<file path="config.mk">
export PLATFORM = sky130hd
export DESIGN_NAME = mul_div_iter
export DESIGN_NICKNAME = d
export VERILOG_FILES = /design/src/rtl/mul_div_iter.sv
export SDC_FILE = /design/constraint.sdc
export NUM_CORES = 2
export LEC_CHECK = 0
export BUFFER_PORTS_ARGS = -buffer_cell sky130_fd_sc_hd__buf_2
export CORE_ASPECT_RATIO = 1.4
export CORE_UTILIZATION = 45
export DETAILED_ROUTE_END_ITERATION = 6
export GPL_TIMING_DRIVEN = 0
export SLEW_MARGIN = 20
export SYNTH_ARGS = -nofsm -noshare
export SYNTH_HDL_FRONTEND = slang
export SYNTH_SLANG_ARGS = --single-unit
</file>
<file path="constraint.sdc">
create_clock -name clk -period 11.1 [get_ports clk]
set_input_delay 2.22 -clock clk [delete_from_list [all_inputs] [get_ports clk]]
set_output_delay 2.22 -clock clk [all_outputs]
set_load 0.05 [all_outputs]
</file>
<file path="src/rtl/mul_div_iter.sv">
`default_nettype none
// ============================================================================
//  Module      : mul_div_iter
//  Description : Iterative W-cycle multiply / multiply-accumulate / divide unit
//                producing a 2W-bit {hi,lo} result for the HI/LO file.
//  Revision    : 1.0 - initial release
// ============================================================================
module mul_div_iter #(
   parameter int W = 32
) (
   input  logic         clk,
   input  logic         rst,
   input  logic         start_i,
   input  logic [2:0]   op_i,
   input  logic [W-1:0] opdata1_i,
   input  logic [W-1:0] opdata2_i,
   input  logic [W-1:0] hi_i,
   input  logic [W-1:0] lo_i,
   input  logic         annul_i,
   output logic         ready_o,
   output logic         busy_o,
   output logic         done_o,
   output logic         dz_o,
   output logic [W-1:0] hi_o,
   output logic [W-1:0] lo_o
);

   localparam int              c_CW   = (W > 1) ? $clog2(W) : 1;
   localparam logic [c_CW-1:0] c_LAST = c_CW'(W - 1);
   localparam logic [c_CW-1:0] c_ONE  = c_CW'(1);

   typedef enum logic [1:0] {
      S_IDLE = 2'd0,
      S_CALC = 2'd1,
      S_FIX  = 2'd2,
      S_DONE = 2'd3
   } state_t;

   state_t          r_state;
   state_t          w_state_nxt;

   logic [c_CW-1:0] r_cnt;
   logic [1:0]      r_op_cls;
   logic            r_neg_res;
   logic            r_neg_rem;
   logic [2*W-1:0]  r_mcand;
   logic [W-1:0]    r_mplier;
   logic [W-1:0]    r_rem;
   logic [2*W-1:0]  r_prod;
   logic [2*W-1:0]  r_acc;
   logic            r_dz;
   logic [W-1:0]    r_hi;
   logic [W-1:0]    r_lo;

   // Request decode and operand magnitudes
   logic            w_in_signed;
   logic            w_in_div;
   logic            w_s1;
   logic            w_s2;
   logic [W-1:0]    w_mag1;
   logic [W-1:0]    w_mag2;
   logic            w_accept;
   logic            w_dz_req;

   assign w_in_signed = ~op_i[0];
   assign w_in_div    = (op_i[2:1] == 2'b01);
   assign w_s1        = w_in_signed & opdata1_i[W-1];
   assign w_s2        = w_in_signed & opdata2_i[W-1];
   assign w_mag1      = w_s1 ? (-opdata1_i) : opdata1_i;
   assign w_mag2      = w_s2 ? (-opdata2_i) : opdata2_i;
   assign w_accept    = (r_state == S_IDLE) & start_i & ~annul_i;
   assign w_dz_req    = w_in_div & (opdata2_i == '0);

   // Restoring-divide step: r_mplier shifts the dividend out and the quotient in
   logic            w_is_div;
   logic [W:0]      w_shift;
   logic [W:0]      w_trial;
   logic            w_fits;

   assign w_is_div = (r_op_cls == 2'b01);
   assign w_shift  = {r_rem, r_mplier[W-1]};
   assign w_trial  = w_shift - {1'b0, r_mcand[W-1:0]};
   assign w_fits   = ~w_trial[W];

   // Sign fix-up and accumulation
   logic [2*W-1:0]  w_prod_s;
   logic [W-1:0]    w_quot;
   logic [W-1:0]    w_remf;
   logic [2*W-1:0]  w_mres;
   logic [2*W-1:0]  w_result;

   assign w_prod_s = r_neg_res ? (-r_prod) : r_prod;
   assign w_quot   = r_neg_res ? (-r_mplier) : r_mplier;
   assign w_remf   = r_neg_rem ? (-r_rem) : r_rem;

   always_comb begin
      w_mres = w_prod_s;
      case (r_op_cls)
         2'b10:   w_mres = r_acc + w_prod_s;
         2'b11:   w_mres = r_acc - w_prod_s;
         default: w_mres = w_prod_s;
      endcase
   end

   assign w_result = w_is_div ? {w_remf, w_quot} : w_mres;

   always_ff @(posedge clk or negedge rst) begin
      if (!rst) begin
         r_state <= S_IDLE;
      end else begin
         r_state <= w_state_nxt;
      end
   end

   always_comb begin
      w_state_nxt = r_state;
      ready_o     = 1'b0;
      busy_o      = 1'b0;
      done_o      = 1'b0;
      case (r_state)
         S_IDLE: begin
            ready_o = 1'b1;
            if (w_accept) begin
               w_state_nxt = w_dz_req ? S_DONE : S_CALC;
            end
         end
         S_CALC: begin
            busy_o = 1'b1;
            if (annul_i) begin
               w_state_nxt = S_IDLE;
            end else if (r_cnt == c_LAST) begin
               w_state_nxt = S_FIX;
            end
         end
         S_FIX: begin
            busy_o      = 1'b1;
            w_state_nxt = annul_i ? S_IDLE : S_DONE;
         end
         S_DONE: begin
            done_o      = 1'b1;
            w_state_nxt = S_IDLE;
         end
         default: w_state_nxt = S_IDLE;
      endcase
   end

   always_ff @(posedge clk or negedge rst) begin
      if (!rst) begin
         r_cnt     <= '0;
         r_op_cls  <= '0;
         r_neg_res <= 1'b0;
         r_neg_rem <= 1'b0;
         r_mcand   <= '0;
         r_mplier  <= '0;
         r_rem     <= '0;
         r_prod    <= '0;
         r_acc     <= '0;
         r_dz      <= 1'b0;
         r_hi      <= '0;
         r_lo      <= '0;
      end else begin
         case (r_state)
            S_IDLE: begin
               if (w_accept) begin
                  r_cnt     <= '0;
                  r_op_cls  <= op_i[2:1];
                  r_neg_res <= w_s1 ^ w_s2;
                  r_neg_rem <= w_s1;
                  // Divide keeps the divisor in the low half of r_mcand
                  r_mcand   <= {{W{1'b0}}, (w_in_div ? w_mag2 : w_mag1)};
                  r_mplier  <= w_in_div ? w_mag1 : w_mag2;
                  r_rem     <= '0;
                  r_prod    <= '0;
                  r_acc     <= {hi_i, lo_i};
                  if (w_dz_req) begin
                     r_dz <= 1'b1;
                     r_hi <= opdata1_i;
                     r_lo <= '1;
                  end else begin
                     r_dz <= 1'b0;
                  end
               end
            end
            S_CALC: begin
               r_cnt <= r_cnt + c_ONE;
               if (w_is_div) begin
                  r_rem    <= w_fits ? w_trial[W-1:0] : w_shift[W-1:0];
                  r_mplier <= {r_mplier[W-2:0], w_fits};
               end else begin
                  r_prod   <= r_prod + (r_mplier[0] ? r_mcand : '0);
                  r_mcand  <= r_mcand << 1;
                  r_mplier <= r_mplier >> 1;
               end
            end
            S_FIX: begin
               if (!annul_i) begin
                  r_hi <= w_result[2*W-1:W];
                  r_lo <= w_result[W-1:0];
               end
            end
            default: ;
         endcase
      end
   end

   assign dz_o = r_dz;
   assign hi_o = r_hi;
   assign lo_o = r_lo;

endmodule
`default_nettype wire

</file>
==> impl_results.md <==
- CP Max Fanout: 10
- Layout net count: 4,312
- Post-route ant nets: 0
- Gr usage total: 37.3%
- Most frequent cells in the layout: nand2_1 (358), a21oi_1 (357), dfrtp_1 (332)
- Initial antenna violation count: 10
- Hold endpoint: hi_o[2]$_DFFE_PN0P_
- Fillers: 6,712
- Post-DP HPWL: 106 mm
- Worst slew pin tran: 1180 ps
- HP Class: reg -> reg
- Post-synthesis mux area share: 3.93%
- Post-synthesis compound-gate area fraction: 26.8%
- Largest area contributor in the netlist: dfrtp_1
- Worst min-delay path startpoint: hi_o[2]$_DFFE_PN0P_
- Synth top area share: 27.5%
- CTS Buf Count: 39
- Asr flop ratio synth: 100%
- Hold bufs inserted after CTS: 0
- Placed cell area: 0.0324 mm^2
- Rows: 112
- Vias: 30,392
- Synth Area in Simple Gates: 18.8%
- Post-Syn Area per Cell: 8.04 um^2
- Setup crit start: r_neg_res$_DFFE_PN0P_
- Resize count post-CTS: 0
- Slew HR: 21.2%
- Mapped Cells: 3,757
- Number of vias per cell: 6.22
- DRT iter0 DRCs: 2,972
- Num ports: 203
- Critical Path Start Type: flop
- Most frequently used flop master after synthesis: dfrtp_1
- Reg2Reg Setup Slack: 2000 ps
- Drt first pass iters: 6
- Synth area leaders: dfrtp_1 (28%), ha_1 (7.0%), xor2_1 (6.2%), a21oi_1 (5.9%), xnor2_1 (5.2%)
- CTS root buffer: clkbuf_16
- Crit Reg-Reg Startpoint: r_neg_res$_DFFE_PN0P_
- FF-to-FF path depth: 23
- FF-to-FF End: hi_o[15]$_DFFE_PN0P_
- Final Util: 50.8%
- Crit-path leading delay family: buffers and inverters
- Final hold violation count: 0
- CP required: 11,520 ps
- Drt wl/cell: 26.6 um
- DRT Wirelength: 130 mm
- Clk slew on worst S/H paths: 60 ps
- Post-synthesis xor/xnor area fraction: 11.4%
- Skew final: 37.5 ps
- WP buf/inv: 8
- Fin Setup TNS: 0 ps
- Area grow syn2layout: 11.9%
- CP most frequent cell: clkbuf_1
- Largest family of logic cells by synthesized area: compound AO/OA/AOI/OAI gates
- Sequential area share after synthesis: 27.5%
- Die Wd: 221 um
- Final Cycle Share: 82.0%
- Critical path, cell by cell: clkbuf_1, buf_2, buf_1, clkbuf_1, clkbuf_1, clkbuf_1, clkbuf_1, buf_1, mux2i_1, xnor2_1, ha_1, nor2b_1, o31a_1, o21ai_0, a21oi_1, a21oi_1, a31oi_1, a211o_1, a311oi_1, o21a_1, xnor2_1, a21oi_1, o21ai_0
- Synthesized flop and latch total: 332
- Post-CTS Setup Bufs: 0
- Die ar.: 0.0682 mm^2
- Number of port buffers: 202
- Final min period: 9100 ps
- Slew Limit Fails: 0
- Clock Sinks: 332
- Longest Clk Path Bufs: 3
- Max stage delay on crit path: 640 ps
- Critical path class: reg -> reg
- Slowest CP cell: a21oi_1
- Hold Path Depth: 2
- Area share of fa/ha/maj cells after synthesis: 7.24%
- Total grt overflow: 0
- # setup viols final: 0
- CTS H-tree depth: 2
- Core ar.: 0.0666 mm^2
- Mapped cell area: 0.0302 mm^2
- Largest net degree at the start of global routing: 93
- Most common cell after layout, fill and taps aside: nand2_1
- Initial Utilization: 45.4%
- Post-synth EDFFs: 0
- Max frequency: 0.110 GHz
- Max cap viols: 0
- Hold WS: 483 ps
- Crit. End Element: flop
- TritonCTS clock tree: built
- Worst skew pair latency: 610 ps
- Outcome: finished clean
- Share of cells above drive strength 1: 10.7%
- Gp weighted congestion: 1.04
- Post-synth cell types: 100
- Ys Warns: 0
- Worst Path Arrival: 9520 ps
- Die span in y: 309 um
- Post-Syn Nets: 4,065
- First-pass GRT wire length: 189 mm
- Vias in the first global route: 28,539
- Design area: 0.0338 mm^2
- DRC: 0
- RSZ-0062 raised after global routing: false
sequential cells by signal, summed over array words and instances, names as in the netlist:
register and count:
r_mcand 64, r_acc 64, dz_o 1, lo_o 32, r_mplier 32, r_state 2, r_op_cls 2, hi_o 32
r_rem 32, r_neg_res 1, r_cnt 5, r_prod 64, r_neg_rem 1
kinds of logic (layout without fill, tap and decap cells):
| family | count (synthesis) | after routing |
|---|---|---|
| AOI/OAI and AO/OA | 1265 | 1265 |
| and+or+nand+nor | 1151 | 1151 |
| xor gates and xnor gates | 392 | 392 |
| buffers and inverters | 334 | 609 |
| DFF | 332 | 332 |
| adders and majority gates | 173 | 173 |
| muxes | 110 | 110 |
| other | 0 | 3 |
cells in the mapped netlist (8+ instances only):
| cell | n |
|---|---|
| xor2_1 | 213 |
| o31ai_2 | 9 |
| a31oi_1 | 57 |
| o21ai_0 | 305 |
| buf_1 | 17 |
| nand3b_1 | 8 |
| nor4_1 | 23 |
| nand4_1 | 36 |
| a21oi_1 | 357 |
| o22ai_1 | 11 |
| o21bai_1 | 15 |
| a21o_1 | 113 |
| xnor2_1 | 178 |
| o31a_1 | 13 |
| nor2_1 | 315 |
| o21ai_1 | 9 |
| mux2_2 | 68 |
| buf_2 | 17 |
| o21a_1 | 30 |
| and3_1 | 30 |
| o41ai_1 | 27 |
| a211oi_1 | 114 |
| a221oi_1 | 10 |
| and2_1 | 48 |
| mux2i_1 | 42 |
| clkbuf_1 | 192 |
| nand3_1 | 75 |
| nor3_1 | 54 |
| o31ai_1 | 60 |
| inv_1 | 99 |
| a22o_1 | 40 |
| nor2b_1 | 45 |
| or4_1 | 25 |
| nand2b_1 | 37 |
| or3_1 | 27 |
| a21boi_0 | 8 |
| or2_2 | 12 |
| o211ai_1 | 15 |
| dfrtp_1 | 332 |
| nand2_1 | 358 |
| ha_1 | 170 |
routing by layer:
metal	track usage, %	up-vias	share of wire [%]
li1	-	14136	-
met1	44.8	14621	39
met2	60.5	1263	45
met3	6.67	364	7.0
met4	26.5	8	8.1
met5	0	-	0.038
layout make-up:
class	instances	area [um^2]	share of cell area, %
clock buffers	52	1090	3.21
inverters	102	383	1.13
multi-input cells	3091	20600	60.9
diodes	3	7.51	0.0222
repair buffers	206	1130	3.35
plain buffers	232	928	2.75
flip-flops and latches	332	8310	24.6
well taps	855	1070	3.17
clock inverters	17	287	0.848
per-stage QoR:
| stage | setup WS, ps | std cells |
|---|---|---|
| 4_1_cts | 2280 | 4887 |
| 6_report | 2000 | 4890 |
| 2_1_floorplan | 5280 | 3757 |
| 3_5_place_dp | 2360 | 4818 |
| 5_1_grt | 1800 | 4889 |
| 3_3_place_gp | 1010 | 4814 |
worst max-delay path by stage:
stage / slack, ps / to / cells past startpoint
2_1_floorplan: 5280 / hi_o[10]$_DFFE_PN0P_ / 25
3_3_place_gp: 1010 / r_mcand[24]$_DFFE_PN0P_ / 1
3_5_place_dp: 2360 / hi_o[15]$_DFFE_PN0P_ / 23
4_1_cts: 2280 / hi_o[15]$_DFFE_PN0P_ / 23
5_1_grt: 1800 / hi_o[25]$_DFFE_PN0P_ / 23
6_report: 2000 / hi_o[15]$_DFFE_PN0P_ / 23
worst reg2reg max path, cell delays in order (launching register included):
cell	delay (ps)
dfrtp_1	320
clkbuf_1	290
buf_2	310
buf_1	500
clkbuf_1	500
clkbuf_1	440
clkbuf_1	500
clkbuf_1	610
buf_1	470
mux2i_1	260
xnor2_1	580
ha_1	350
nor2b_1	140
o31a_1	300
o21ai_0	340
a21oi_1	270
a21oi_1	370
a31oi_1	290
a211o_1	380
a311oi_1	530
o21a_1	210
xnor2_1	180
a21oi_1	640
o21ai_0	160
Power is left out: the tool's default activity adds up to more than one toggle a clock period on the data nets, which glitch-free logic cannot reach.
